--- src/rtl/bram_fifo_ctrl_if.sv ---
// Valid/ready word stream used on both sides of the BRAM FIFO controller.
interface bram_fifo_ctrl_if #(
  parameter int DATA_WIDTH = 64
);
  logic                  valid;
  logic                  ready;
  logic [DATA_WIDTH-1:0] data;

  modport master (output valid, output data, input ready);
  modport slave  (input valid, input data, output ready);
endinterface

--- src/rtl/bram_fifo_ctrl.sv ---
// FIFO controller around a simple-dual-port BRAM with 2-cycle read latency;
// reads are prefetched through the BRAM pipeline into a 3-entry skid buffer.
module bram_fifo_ctrl #(
  parameter int DATA_WIDTH = 64,
  parameter int DEPTH      = 512,
  parameter int ADDR_WIDTH = $clog2(DEPTH)
) (
  input  logic                  clka,
  input  logic                  rsta,
  bram_fifo_ctrl_if.slave       s,
  bram_fifo_ctrl_if.master      m,
  output logic [ADDR_WIDTH:0]   count,
  output logic [ADDR_WIDTH-1:0] ram_addra,
  output logic [DATA_WIDTH-1:0] ram_dina,
  output logic                  ram_wea,
  output logic [ADDR_WIDTH-1:0] ram_addrb,
  output logic                  ram_enb,
  output logic                  ram_regceb,
  output logic                  ram_rstb,
  input  logic [DATA_WIDTH-1:0] ram_doutb
);

  localparam int OCC_W = ADDR_WIDTH + 1;

  logic [ADDR_WIDTH-1:0] wptr;
  logic [ADDR_WIDTH-1:0] rptr;
  logic [ADDR_WIDTH:0]   ram_occ;
  logic                  vld_p1;
  logic                  vld_p2;
  logic [2:0]            skid_cnt;
  logic [1:0]            skid_head;
  logic [1:0]            skid_tail;
  logic [DATA_WIDTH-1:0] skid_mem [3];

  logic                  push;
  logic                  pop;
  logic                  issue;
  logic [2:0]            inflight;

  function automatic logic [1:0] skid_inc(input logic [1:0] p);
    return (p == 2'd2) ? 2'd0 : p + 2'd1;
  endfunction

  // ram_occ never exceeds DEPTH (a power of 2), so its MSB alone means full.
  assign s.ready  = ~ram_occ[ADDR_WIDTH];
  assign push     = s.valid & s.ready & ~rsta;

  assign m.valid  = (skid_cnt != 3'd0);
  assign m.data   = skid_mem[skid_head];
  assign pop      = m.valid & m.ready;

  // Credit: every word in the read pipeline already owns a skid slot.
  assign inflight = skid_cnt + {2'b00, vld_p1} + {2'b00, vld_p2};
  assign issue    = ~rsta & (ram_occ != '0) & (inflight < (3'd3 + {2'b00, pop}));

  assign ram_wea    = push;
  assign ram_addra  = wptr;
  assign ram_dina   = s.data;
  assign ram_enb    = issue;
  assign ram_addrb  = rptr;
  assign ram_regceb = vld_p1;
  assign ram_rstb   = rsta;

  assign count = ram_occ + OCC_W'(vld_p1) + OCC_W'(vld_p2) + OCC_W'(skid_cnt);

  always_ff @(posedge clka) begin
    if (rsta) begin
      wptr      <= '0;
      rptr      <= '0;
      ram_occ   <= '0;
      vld_p1    <= 1'b0;
      vld_p2    <= 1'b0;
      skid_cnt  <= '0;
      skid_head <= '0;
      skid_tail <= '0;
    end else begin
      if (push)  wptr <= wptr + ADDR_WIDTH'(1);
      if (issue) rptr <= rptr + ADDR_WIDTH'(1);

      unique case ({push, issue})
        2'b10:   ram_occ <= ram_occ + OCC_W'(1);
        2'b01:   ram_occ <= ram_occ - OCC_W'(1);
        default: ram_occ <= ram_occ;
      endcase

      // Read pipeline: p1 = BRAM array read, p2 = BRAM output register.
      vld_p1 <= issue;
      vld_p2 <= vld_p1;

      if (vld_p2) skid_tail <= skid_inc(skid_tail);
      if (pop)    skid_head <= skid_inc(skid_head);

      unique case ({vld_p2, pop})
        2'b10:   skid_cnt <= skid_cnt + 3'd1;
        2'b01:   skid_cnt <= skid_cnt - 3'd1;
        default: skid_cnt <= skid_cnt;
      endcase
    end
  end

  always_ff @(posedge clka) begin
    if (vld_p2) skid_mem[skid_tail] <= ram_doutb;
  end

  a_skid_bound: assert property (@(posedge clka) disable iff (rsta)
    skid_cnt <= 3'd3);

  a_skid_no_overflow: assert property (@(posedge clka) disable iff (rsta)
    !(vld_p2 && (skid_cnt == 3'd3) && !pop));

endmodule

--- src/flat_wrapper.sv ---
// flat-port wrapper written by rule: the top's interface ports become plain ports
module bram_fifo_ctrl_flat 
#(
  parameter int DATA_WIDTH = 64,
  parameter int DEPTH      = 512,
  parameter int ADDR_WIDTH = $clog2(DEPTH)
)
  (clka, rsta, count, ram_addra, ram_dina, ram_wea, ram_addrb, ram_enb, ram_regceb, ram_rstb, ram_doutb, s_valid, s_data, s_ready, m_valid, m_data, m_ready);
  bram_fifo_ctrl_if #(.DATA_WIDTH(DATA_WIDTH)) s_i ();
  bram_fifo_ctrl_if #(.DATA_WIDTH(DATA_WIDTH)) m_i ();
  input  logic clka;
  input  logic rsta;
  output logic [ADDR_WIDTH:0] count;
  output logic [ADDR_WIDTH-1:0] ram_addra;
  output logic [DATA_WIDTH-1:0] ram_dina;
  output logic ram_wea;
  output logic [ADDR_WIDTH-1:0] ram_addrb;
  output logic ram_enb;
  output logic ram_regceb;
  output logic ram_rstb;
  input  logic [DATA_WIDTH-1:0] ram_doutb;
  input wire logic [$bits(s_i.valid)-1:0] s_valid;
  input wire logic [$bits(s_i.data)-1:0] s_data;
  output wire logic [$bits(s_i.ready)-1:0] s_ready;
  output wire logic [$bits(m_i.valid)-1:0] m_valid;
  output wire logic [$bits(m_i.data)-1:0] m_data;
  input wire logic [$bits(m_i.ready)-1:0] m_ready;
  assign s_i.valid = s_valid;
  assign s_i.data = s_data;
  assign s_ready = s_i.ready;
  assign m_valid = m_i.valid;
  assign m_data = m_i.data;
  assign m_i.ready = m_ready;
  bram_fifo_ctrl #(.DATA_WIDTH(DATA_WIDTH), .DEPTH(DEPTH), .ADDR_WIDTH(ADDR_WIDTH)) u_core (.clka(clka), .rsta(rsta), .s(s_i), .m(m_i), .count(count), .ram_addra(ram_addra), .ram_dina(ram_dina), .ram_wea(ram_wea), .ram_addrb(ram_addrb), .ram_enb(ram_enb), .ram_regceb(ram_regceb), .ram_rstb(ram_rstb), .ram_doutb(ram_doutb));
endmodule
--- config.mk ---
export PLATFORM = sky130hd
export DESIGN_NAME = bram_fifo_ctrl_flat
export DESIGN_NICKNAME = d
export VERILOG_FILES = /design/src/rtl/bram_fifo_ctrl_if.sv /design/src/rtl/bram_fifo_ctrl.sv /design/src/flat_wrapper.sv
export SDC_FILE = /design/constraint.sdc
export NUM_CORES = 1
export LEC_CHECK = 0
export ABC_AREA = 1
export CAP_MARGIN = 40
export CORE_MARGIN = 1
export CORE_UTILIZATION = 36
export CTS_BUF_LIST = sky130_fd_sc_hd__clkbuf_2 sky130_fd_sc_hd__clkbuf_4 sky130_fd_sc_hd__clkbuf_8
export CTS_CLUSTER_DIAMETER = 100
export DETAILED_ROUTE_END_ITERATION = 10
export GPL_ROUTABILITY_DRIVEN = 0
export PLACE_DENSITY = 0.66
export SLEW_MARGIN = 20
export SYNTH_ARGS = -nofsm -noshare
export SYNTH_HDL_FRONTEND = slang
export SYNTH_SLANG_ARGS = --single-unit
--- constraint.sdc ---
create_clock -name clka -period 5.2 [get_ports clka]
set_input_delay 0.78 -clock clka [delete_from_list [all_inputs] [get_ports clka]]
set_output_delay 0.78 -clock clka [all_outputs]
set_load 0.005 [all_outputs]
==> metrics.csv <==
stage,metric,value,unit
final_layout,most frequent cells in the layout,"192 x edfxtp_1, 165 x clkdlybuf4s50_1, 150 x a21oi_1",
outcome,status,finished clean,
worst_setup_path,critical path required time,4.42,ns
floorplan,Initial Utilization,36.6,%
global_route,largest net degree at the start of global routing,65,
sta,"Hold Vio Cnt, Final",0,
yosys,Async SR Flop Fraction,0,%
clock_network,setup bufs post-CTS,0,
floorplan,die area,28900,sq um
final_layout,layout cell share with drive strength beyond 1,11.4,%
yosys,Netlist cell types,38,
sta,final clock skew,0.0148,ns
global_route,total global-route track usage,16.4,%
yosys,Yosys top cell by area,edfxtp_1,
clock_network,CTS H-tree depth,2,
sta,Fmax,229,MHz
worst_setup_path,Setup crit end kind,output port,
sta,pins over their slew limit,0,
clock_network,CTS tree,yes,
global_route,first-pass GRT wire length,36.5,mm
yosys,syn_area_per_cell,11.1,sq um
floorplan,Ports,294,
sta,Tcrit/Tclk final,84.0,%
sta,Sum Neg Setup Slack,0,ns
placed_design,HPWL after DPL,15.0,mm
clock_network,Hold Buf Count CTS,0,
global_route,initial antenna violation count,2,
clock_network,total clock buffers created by CTS,40,
placed_design,I/O Buffers,165,
sta,Slew headroom,41.5,%
clock_network,CTS resizes,0,
clock_network,CTS Root Cell,clkbuf_8,
drt,vias,6872,
clock_network,Clock transition at path regs,0.06,ns
floorplan,die height,170,microns
final_layout,number of fillers in the final layout,2620,
hold_path,worst hold path class,flop to flop,
yosys,Synth Flop Type,edfxtp_1,
sta,Final Setup Violations,0,
yosys,Synth Instances,915,
clock_network,clk_lat worst skew,0.53,ns
worst_setup_path,WS Path Type,flop to output port,
yosys,yosys warns,0,
yosys,Synth Register Bits,231,
drt,final wirelength,23.9,mm
drt,Wirelength per Cell,16.6,microns
final_layout,"most common cell after layout, fill and taps aside",edfxtp_1,
yosys,Syn Nets,1072,
final_layout,nets,1196,
floorplan,row count,61,
drt,via density per instance,4.76,
yosys,sequential area share after synthesis,64.4,%
final_layout,Area Growth Syn to Fin,24.5,%
worst_setup_path,CP Data Arrival Time,3.59,ns
global_route,vias in the first global route,6823,
yosys,Synth top area share,56.7,%
clock_network,Max clock buf depth,3,
sta,RSZ-0062 raised after global routing,false,
floorplan,CORE AREA,27800,sq um
floorplan,Die X,170,microns
drt,ANT nets after route,0,
clock_network,clk sinks,231,
power,Static Leak,0.00476,uW
yosys,Post-Synthesis Cell Area,10200,sq um
worst_setup_path,crit path launch type,flop,
final_layout,fin util,45.6,%
drt,drc violations,0,
drt,TritonRoute pass-1 iters,4,
job,number of max-cap violations,0,
yosys,synth top area cells,"edfxtp_1 57%, dfxtp_1 7.7%, a21oi_1 7.4%, nand2_1 4.8%, buf_4 4.8%",
drt,1st-iter DRT viols,393,
sta,Final min period,4.37,ns
yosys,Post-synth EDFFs,192,
sta,Worst Tran Pin Value,0.877,ns
power,worst vdd ir,0.350,mV
global_route,Overflow after GRT,0,
power,Tot Pwr,6840,uW
worst_setup_path,Max Fanout on Critical Path,6,
power,PwrDens,540,nW/um^2
==> layer usage <==
metal / global-route usage (%) / share of wire, % / vias to the layer above
li1: - / - / 3330
met1: 18.6 / 40 / 3242
met2: 28.7 / 48 / 252
met3: 5.84 / 10 / 48
met4: 4.97 / 1.9 / 0
met5: 0 / 0 / -
==> final cells by class <==
cell class	count	area, sq um	share of cell area [%]
antenna	1	2.50	0.0198
clock buffer	54	656	5.18
clock inverter	14	105	0.830
timing repair buffer	178	1840	14.5
tap	378	473	3.74
sequential	231	6550	51.7
multi-input combinational	520	2780	22.0
inverter	68	255	2.02
==> sequential cells by signal (all words and copies together), names as in the netlist, named ones only <==
| register | flops |
|---|---|
| u_core.ram_occ | 10 |
| u_core.skid_mem | 192 |
| u_core.skid_head | 2 |
| u_core.skid_tail | 2 |
| u_core.vld_p2 | 1 |
| u_core.ram_addrb | 9 |
| u_core.ram_addra | 9 |
| u_core.ram_regceb | 1 |
| u_core.skid_cnt | 3 |
==> power breakdown <==
part	internal, uW	switching, uW
Combinational	1400	1550
Sequential	2220	102
Clock	873	700
==> Yosys cell counts (2+ instances only) <==
master / instances
nor2_1: 101
buf_2: 4
a21oi_2: 7
nand2_2: 9
xor2_1: 16
buf_1: 11
nand3_4: 2
o21ai_2: 2
clkbuf_1: 15
nand4_1: 5
inv_1: 62
ha_1: 21
edfxtp_1: 192
nor2_2: 3
a21oi_1: 150
dfxtp_1: 39
nor3_1: 5
buf_4: 65
o21a_1: 2
inv_2: 6
fa_1: 4
o21ai_0: 15
nand2_4: 3
nand3_1: 31
nand2_1: 131
nor2_4: 2
==> cell families (layout without fill, tap and decap cells) <==
kind of cell / count (synthesis) / after routing / share of synthesized area (%)
flops: 231 / 231 / 64.4
other cells: 0 / 1 / 0
buf+inv: 164 / 314 / 8.61
compound gates: 181 / 181 / 9.41
fa+ha+maj: 25 / 25 / 3.37
simple gates: 297 / 297 / 12.8
xor+xnor: 17 / 17 / 1.46
==> metrics by stage <==
step           worst slack, ns  std cells  area, sq um  hold WS (ns)
2_1_floorplan             1.55        915        10200         0.460
3_3_place_gp              1.11       1370        11800         0.487
3_5_place_dp              1.02       1374        11900         0.492
4_1_cts                  0.766       1442        12600         0.500
5_1_grt                  0.610       1443        12700         0.531
6_report                 0.830       1444        12700         0.502
==> worst paths after layout <==
kind	to	startpoint	slack, ns	cells past startpoint
max	count[6]	u_core.vld_p2	0.83	11
min	u_core.ram_addra[8]	u_core.ram_addra[8]	0.50	2
max reg2reg	u_core.ram_occ[7]	u_core.vld_p2	1.05	21
min reg2reg	u_core.ram_addra[8]	u_core.ram_addra[8]	0.50	2
==> critical path, cell delays in order, from the launching register on <==
cell and delay, ns:
dfxtp_1 0.31, inv_1 0.29, fa_1 0.56, inv_1 0.09
ha_1 0.16, inv_1 0.05, fa_1 0.40, o211ai_1 0.34
nand2_1 0.08, nor2_1 0.12, xor2_1 0.15, clkdlybuf4s50_1 0.52
No activity file was read; power rests on OpenSTA's default activity.
==> edit, RTL diff (same flow settings) <==
Put a register stage on the output `count`, with the module's reset. The value now appears one clock later. The other outputs are not delayed to match.
--- a/src/rtl/bram_fifo_ctrl.sv
+++ b/src/rtl/bram_fifo_ctrl.sv
@@ -61,7 +61,13 @@
   assign ram_regceb = vld_p1;
   assign ram_rstb   = rsta;
 
-  assign count = ram_occ + OCC_W'(vld_p1) + OCC_W'(vld_p2) + OCC_W'(skid_cnt);
+  always_ff @(posedge clka) begin
+    if (rsta) begin
+      count <= '0;
+    end else begin
+      count <= ram_occ + OCC_W'(vld_p1) + OCC_W'(vld_p2) + OCC_W'(skid_cnt);
+    end
+  end
 
   always_ff @(posedge clka) begin
     if (rsta) begin
Formal check against the unedited RTL: not equivalent (a bounded check fails within 4 cycles, from zero or initial values and one cycle with rsta high).
==> edit against the unedited design <==
- first-iteration DRC count decreased by 11%
- power decreased by 2.0%
- die area increased by 2.8%
- setup slack gained 0.23 ns
- largest cell class unchanged
- highest routed layer is now met5
- sequential power up 4%
- cell area is 2.2% higher
- sequential cell count rose by 10
- synthesized area is 2.8% higher
- wire length shrank 0.71%
- critical endpoint is now ram_enb
==> edit: results (changes against the unedited design) <==
status: "finished, final reports clean"
worstPathArrival_ns: 3.36  # -0.23 ns
synth_cell_types: 37  # -2.6%
drive_gt1_frac: 0.110  # -0.00321
fin_worst_skew_ns: 0.0316  # +0.0168 ns
hold_depth: 1  # -1
use_met3: 0.0504  # -0.00802
firstDrtPassIters: 6  # +2
synth_compound_area_frac: 0.0959  # +0.00183
r2r-end: "u_core.ram_occ[9]$_SDFFE_PP0P_"
dp_cells: 1415  # +3.0%
dp_hpwl_mm: 14.7  # -2.3%
avgSynthCellArea_um2: 11.0  # -0.95%
track_usage: 0.159  # -0.00500
hold_start: "u_core.skid_cnt[0]$_SDFFE_PP0P_"
finalNonFillerCells: 1489  # +3.1%
slowest_delay_ns: 0.52  # -0.04 ns
antenna_found_initial: 1  # -1
clock_buffers: 59  # +9.3%
nonClkBufAreaFrac: 0.143  # -0.00261
wl_met2_mm: 10.9  # -4.3%
ir_worst_vdd_mv: 0.328  # -6.1%
fin_util: 0.452  # -0.00351
slew_headroom: 0.448  # +0.0322
seq_share: 0.521  # +0.00411
gr-usage-met2: 0.265  # -0.0222
whs_ns: 0.469  # -0.0330 ns
grt_pass1_wl_mm: 36.4  # -0.40%
multi_input_gates: 547  # +5.2%
path_delay_family: "buffers and inverters"
rrSetupSlack_ns: 1.14  # +0.09 ns
yosys.area_share.xor_xnor: 0.00837  # -0.00626
fillers: 2637  # +0.65%
[edit: changes by cell type in the layout (fill, tap and decap cells not counted), moves of 5 or more]
| cell | before | now |
|---|---|---|
| inv_1 | 62 | 55 |
| dfxtp_1 | 37 | 47 |
| a21oi_1 | 150 | 159 |
| clkinv_2 | 8 | 3 |
| xor2_1 | 16 | 10 |
| clkinv_1 | 2 | 10 |
| nor2_1 | 100 | 107 |
| nand2_1 | 131 | 143 |
[edit: kinds of logic after synthesis]
family                     count (synthesis)
DFF                                      241
AOI/OAI and AO/OA                        191
buffers and inverters                    162
and+or+nand+nor                          321
xor gates and xnor gates                  10
adders and majority gates                 25
[edit: report_power, final]
group	switching (mW)	internal [mW]	total, mW
Sequential	0.115	2.31	2.42
Clock	0.741	0.881	1.62
Combinational	1.44	1.22	2.66
Total	2.29	4.41	6.70
